## config.mk

```make
export PLATFORM = sky130hd
export DESIGN_NAME = hub75_row_shifter_flat
export DESIGN_NICKNAME = d
export VERILOG_FILES = /design/src/rtl/hub75_row_shifter_if.sv /design/src/rtl/hub75_row_shifter.sv /design/src/flat_wrapper.sv
export SDC_FILE = /design/constraint.sdc
export NUM_CORES = 1
export LEC_CHECK = 0
export ABC_AREA = 1
export BUFFER_PORTS_ARGS = -buffer_cell sky130_fd_sc_hd__buf_2
export CORE_MARGIN = 4
export CORE_UTILIZATION = 43
export CTS_CLUSTER_DIAMETER = 100
export DETAILED_ROUTE_END_ITERATION = 6
export PLACE_DENSITY = 0.68
export SYNTH_ARGS = -nofsm -noshare
export SYNTH_HDL_FRONTEND = slang
export SYNTH_SLANG_ARGS = --single-unit
```

## constraint.sdc

```tcl
create_clock -name clk -period 2.5 [get_ports clk]
set_clock_uncertainty 0.15 [all_clocks]
set_input_delay 0.5 -clock clk [delete_from_list [all_inputs] [get_ports clk]]
set_output_delay 0.5 -clock clk [all_outputs]
set_load 0.02 [all_outputs]
```

## src/rtl/hub75_row_shifter_if.sv

```systemverilog
// hub75_row_shifter_if: frame buffer read port between the row shifter (master) and memory (slave).
interface hub75_row_shifter_if #(
  parameter int addr_width_p = 12,
  parameter int data_width_p = 48
);
  logic                    rd;
  logic [addr_width_p-1:0] addr;
  logic [data_width_p-1:0] rdata;
  modport master (output rd, addr, input rdata);
  modport slave (input rd, addr, output rdata);
endinterface

```

## src/rtl/hub75_row_shifter.sv

```systemverilog
// hub75_row_shifter: fetches one row of pixel words and shifts the selected bit plane onto HUB75 RGB lines.
module hub75_row_shifter #(
  parameter int hpixel_p     = 64,
  parameter int vpixel_p     = 64,
  parameter int bpp_p        = 8,
  parameter int segments_p   = 2,
  parameter int clk_div_wd_p = 8,
  parameter int addr_width_p = $clog2(hpixel_p*vpixel_p),
  parameter int pix_bit_wd_p = $clog2(bpp_p)
) (
  input  logic                      clk,
  input  logic                      rst_n,
  input  logic [clk_div_wd_p-1:0]   i_clk_div,
  input  logic                      i_tx_start,
  input  logic [addr_width_p-1:0]   i_init_addr,
  input  logic [pix_bit_wd_p-1:0]   i_pix_bit,
  output logic                      o_tx_ready,
  output logic                      o_line_done,
  hub75_row_shifter_if.master       mem,
  output logic [segments_p*3-1:0]   o_rgb,
  output logic                      o_sclk
);
  localparam int ch_p = segments_p*3;
  localparam int col_wd_p = hpixel_p > 1 ? $clog2(hpixel_p) : 1;
  typedef enum logic [2:0] {IDLE, FETCH, LOAD, LOW, HIGH} state_t;
  state_t state, state_n;
  logic [clk_div_wd_p-1:0] cnt, cnt_n, d, d_n;
  logic [col_wd_p-1:0] col, col_n;
  logic [pix_bit_wd_p-1:0] pb, pb_n;
  logic [ch_p-1:0] pre, pre_n, bits, rgb_n;
  logic ready_n, done_n, sclk_n, rd_n, last_col, more_rd;
  logic [addr_width_p-1:0] addr_n;
  for (genvar g = 0; g < ch_p; g++) begin : g_bit
    logic [bpp_p-1:0] fld;
    assign fld = mem.rdata[g*bpp_p +: bpp_p];
    assign bits[g] = fld[pb];
  end
  assign last_col = int'(col) == hpixel_p-1;
  assign more_rd = int'(col) + 2 < hpixel_p;
  always_comb begin
    state_n = state;
    cnt_n = cnt;
    d_n = d;
    col_n = col;
    pb_n = pb;
    pre_n = pre;
    rgb_n = o_rgb;
    sclk_n = o_sclk;
    ready_n = o_tx_ready;
    done_n = 1'b0;
    case (state)
      IDLE: if (i_tx_start) begin
        state_n = FETCH;
        d_n = i_clk_div;
        pb_n = i_pix_bit;
        ready_n = 1'b0;
      end
      FETCH: state_n = LOAD;
      LOAD: begin
        state_n = LOW;
        rgb_n = bits;
        cnt_n = '0;
        col_n = '0;
      end
      LOW: begin
        pre_n = cnt == '0 ? bits : pre;
        if (cnt == d) begin
          state_n = HIGH;
          cnt_n = '0;
          sclk_n = 1'b1;
        end else cnt_n = cnt + 1'b1;
      end
      HIGH: if (cnt == d) begin
        cnt_n = '0;
        sclk_n = 1'b0;
        if (last_col) begin
          state_n = IDLE;
          ready_n = 1'b1;
          done_n = 1'b1;
        end else begin
          state_n = LOW;
          rgb_n = pre;
          col_n = col + 1'b1;
        end
      end else cnt_n = cnt + 1'b1;
      default: state_n = IDLE;
    endcase
    // reads land in the last HIGH cycle so the data arrives in the first LOW cycle of the next column
    rd_n = state_n == FETCH || (state_n == LOAD && hpixel_p > 1) || (state_n == HIGH && cnt_n == d && more_rd);
    addr_n = state_n == FETCH ? i_init_addr : rd_n ? mem.addr + 1'b1 : mem.addr;
  end
  always_ff @(posedge clk or negedge rst_n)
    if (!rst_n) begin
      state <= IDLE;
      cnt <= '0;
      d <= '0;
      col <= '0;
      pb <= '0;
      pre <= '0;
      o_rgb <= '0;
      o_sclk <= 1'b0;
      o_tx_ready <= 1'b1;
      o_line_done <= 1'b0;
      mem.rd <= 1'b0;
      mem.addr <= '0;
    end else begin
      state <= state_n;
      cnt <= cnt_n;
      d <= d_n;
      col <= col_n;
      pb <= pb_n;
      pre <= pre_n;
      o_rgb <= rgb_n;
      o_sclk <= sclk_n;
      o_tx_ready <= ready_n;
      o_line_done <= done_n;
      mem.rd <= rd_n;
      mem.addr <= addr_n;
    end
endmodule

```

## src/flat_wrapper.sv

```systemverilog
// flat-port wrapper written by rule: the top's interface ports become plain ports
module hub75_row_shifter_flat 
#(
  parameter int hpixel_p     = 64,
  parameter int vpixel_p     = 64,
  parameter int bpp_p        = 8,
  parameter int segments_p   = 2,
  parameter int clk_div_wd_p = 8,
  parameter int addr_width_p = $clog2(hpixel_p*vpixel_p),
  parameter int pix_bit_wd_p = $clog2(bpp_p)
)
  (clk, rst_n, i_clk_div, i_tx_start, i_init_addr, i_pix_bit, o_tx_ready, o_line_done, o_rgb, o_sclk, mem_rd, mem_addr, mem_rdata);
  hub75_row_shifter_if #(.addr_width_p(addr_width_p), .data_width_p(48)) mem_i ();
  input  logic clk;
  input  logic rst_n;
  input  logic [clk_div_wd_p-1:0] i_clk_div;
  input  logic i_tx_start;
  input  logic [addr_width_p-1:0] i_init_addr;
  input  logic [pix_bit_wd_p-1:0] i_pix_bit;
  output logic o_tx_ready;
  output logic o_line_done;
  output logic [segments_p*3-1:0] o_rgb;
  output logic o_sclk;
  output wire logic [$bits(mem_i.rd)-1:0] mem_rd;
  output wire logic [$bits(mem_i.addr)-1:0] mem_addr;
  input wire logic [$bits(mem_i.rdata)-1:0] mem_rdata;
  assign mem_rd = mem_i.rd;
  assign mem_addr = mem_i.addr;
  assign mem_i.rdata = mem_rdata;
  hub75_row_shifter #(.hpixel_p(hpixel_p), .vpixel_p(vpixel_p), .bpp_p(bpp_p), .segments_p(segments_p), .clk_div_wd_p(clk_div_wd_p), .addr_width_p(addr_width_p), .pix_bit_wd_p(pix_bit_wd_p)) u_core (.clk(clk), .rst_n(rst_n), .i_clk_div(i_clk_div), .i_tx_start(i_tx_start), .i_init_addr(i_init_addr), .i_pix_bit(i_pix_bit), .o_tx_ready(o_tx_ready), .o_line_done(o_line_done), .mem(mem_i), .o_rgb(o_rgb), .o_sclk(o_sclk));
endmodule
```

==> impl_metrics.csv <==
group,metric,value,unit
sta,clock.fmax,439.4,MHz
sta,final-setup-viol-count,0,
worst_hold_path,min-delay-path-class,"input pin to asynchronous set/reset pin",
pwr,p_per_area,387.1,nW/um2
worst_setup_path,path_buf_inv,1,
sta,tightestPinTransition,0.5859,ns
worst_setup_path,crit_path_cell_trace,"clkinv_1 > nor2_1 > o32ai_1 > o21ai_0 > nand2_1 > o21ai_0 > o21ai_0",
yosys,synth_commonest_cells,"158 x nand2_1, 58 x o21ai_0, 55 x dfrtp_1",
layout,stdcell_count,688,
yosys,synthDominantCellAreaShare,39.86,%
clocking,clkLatencyLatePin,0.30,ns
drt,vias,3448,
status,status,"complete, no violations",
worst_setup_path,cp.arrival,2.32,ns
drt,ant_nets,0,
yosys,avgSynthCellArea,7.033,um2
grt,grt_pass1_vias,3186,
floorplanning,rows,32,
pwr,leakage,2.280,nW
drt,vias_per_cell,5.012,
grt,antenna_found_initial,0,
yosys,synthDistinctLibCells,33,
sta,finalSetupTns,0,ns
placed_design,gp_congestion,0.9459,
layout,final_area,4238,um2
yosys,syn_nets,569,
yosys,synth-seq-area-share,40.62,%
yosys,async_flop_share,100.0,%
placed_design,placed_cell_area,4054,um2
worst_setup_path,crit_path_top_delay_cell,"dfrtp_1",
grt,grt_overflow,0,
layout,final_nets,663,
yosys,yosys.area.top_type,"dfrtp_1",
clocking,numCtsBuffers,5,
drt,drc,0,
yosys,synth_most_common_cell,"nand2_1",
yosys,postSynthCellCount,491,
drt,wl,8795,um
clocking,htree_levels,2,
layout,diodes,0,
sta,post-route-period-util,91.04,%
grt,grt_start_max_net_pins,39,
floorplanning,die_h,97.62,um
grt,grt_util_met3,4.092,%
drt,drt_iter0_drc,147,
sta,timing.final.crit_period,2.276,ns
floorplanning,pin_count,96,
placed_design,place_inst,678,
worst_setup_path,required,2.54,ns
worst_setup_path,critPathKind,"register to register",
sta,maxSlewViolCount,0,
worst_setup_path,end_kind,"register",
yosys,yosys-top-cells-area,"dfrtp_1 40%, nand2_1 17%, o21ai_0 8.4%, nand3_1 6.2%, inv_1 4.8%",
worst_setup_path,cp_max_fo,19,
pwr,ir_drop,0.3822,mV
worst_setup_path,slowest_delay,0.57,ns
placed_design,io_buffers,95,
clocking,clock-sinks,56,
floorplanning,chipWidth,97.62,um
placed_design,dpl.hpwl,6931,um
floorplanning,core-area,7767,um2
grt,grt_pass1_wl,14860,um
layout,drive_gt1_share,23.89,%
floorplanning,fp.dieArea,9529,um2
clocking,cts_root_buf,"clkbuf_8",
worst_setup_path,cp_common_cell,"o21ai_0",
run,cap_violations,0,
clocking,clk_pin_slew_worst_paths,0.10,ns
worst_setup_path,critPathLaunchType,"register",
sta,hold_violations,0,
grt,grtUsageMet2,31.63,%
yosys,synth_ff_type,"dfrtp_1",
yosys,syn_area,3453,um2
yosys,synth_edf_count,0,
yosys,ys_ff_latch,56,
layout,area_delta_synth_final,22.72,%
floorplanning,start_util,44.46,%
drt,wl_per_cell,12.78,um
drt,drtPass1Iterations,4,
grt,met1_usage,23.96,%
grt,grt_usage,18.57,%
yosys,ys_warn_count,0,
grt,top_usage_layer,"met2",
worst_setup_path,critPathTopFamily,"compound AO/OA/AOI/OAI gates",
clocking,cts_tree,"done",
clocking,ctsHoldBuffers,0,
clocking,cts_buffer_depth,2,
sta,slew_headroom,60.76,%
what timing repair did:
action	CTS	global route
setup buffers	0	2
endpoints found under the setup margin	0	12
gates resized for setup	0	17
hold endpoints to repair	0	0
final cells by class:
class	instances	area, um2
well taps	102	127.6
multi-input cells	366	1829
flip-flops and latches	56	1408
clock inverters	2	38.79
clock buffers	6	72.57
repair buffers	106	574.3
fillers	776	3530
inverters	50	187.7
kinds of logic after synthesis:
kind of cell	after synthesis	share of synthesized area, %
multiplexers	6	1.739
XOR/XNOR	13	3.297
adder cells (fa/ha/maj)	4	1.449
flip-flops	56	40.62
AO/OA/AOI/OAI	78	12.86
AND/OR/NAND/NOR	265	32.21
buffers and inverters	69	7.826
cells in the final DEF (no fill, tap or decap), drive strengths merged, types with 2 or more instances in the layout:
cell and n:
nand2 163, buf 106, o21ai 58, dfrtp 55, inv 50, nor2 45
nand3 44, xor2 7, xnor2 6, o32ai 6, mux2i 6, o221ai 6
clkbuf 6, nor3 5, ha 4, a21oi 3, a31oi 3, nand4 2
nand3b 2, nor4 2
path summary, 6_finish.rpt:
kind                       slack [ns]         endpoint  depth (start not counted)          start
min in group clk                 0.24     u_core.pb[1]                          3   i_pix_bit[1]
max in group asynchronous        1.60  u_core.state[0]                          2          rst_n
min reg2reg                      0.34    u_core.pre[1]                          2  u_core.pre[1]
min                              0.03    u_core.col[4]                          1          rst_n
max reg2reg                      0.22  u_core.o_rgb[0]                          7   u_core.pb[0]
max                              0.22  u_core.o_rgb[0]                          7   u_core.pb[0]
per-layer routing:
| metal | routed length [um] | part of all wire, % | up-vias |
|---|---|---|---|
| li1 | - | - | 1780 |
| met1 | 3861 | 44 | 1557 |
| met2 | 4240 | 48 | 103 |
| met3 | 583 | 6.6 | 8 |
| met4 | 109 | 1.2 | 0 |
| met5 | 0 | 0 | - |
sequential cells by signal (all words and copies together), names as in the netlist:
name,flops
u_core.d,8
u_core.pre,6
u_core.mem.addr,12
u_core.o_sclk,1
u_core.state,3
u_core.cnt,8
u_core.o_tx_ready,1
u_core.col,6
u_core.o_rgb,6
u_core.pb,3
u_core.o_line_done,1
u_core.mem.rd,1
metrics by stage:
step	worst slack (ns)	utilization (%)	hold WS (ns)	total power, mW
final	0.2241	54.56	0.02582	1.640
after floorplan	0.4378	-	0.05441	0.9691
after CTS	0.1565	53.62	0.04247	1.659
after detailed placement	0.1795	52.19	0.3139	1.060
after global placement	0.1932	52.19	0.3041	1.058
after global routing	-0.0009197	54.56	0.05072	1.707
where the power goes:
group	switching (mW)	leakage (nW)	internal, mW
logic	0.0587	1.56	0.0607
clock network	0.298	0.0558	0.303
registers	0.00469	0.662	0.915
worst reg2reg max path, cell delays in order, from the launching register on:
cell and delay [ns]:
dfrtp_1 0.57, clkinv_1 0.52, nor2_1 0.29, o32ai_1 0.12
o21ai_0 0.23, nand2_1 0.07, o21ai_0 0.12, o21ai_0 0.11
(Power assumes the default switching activity.)
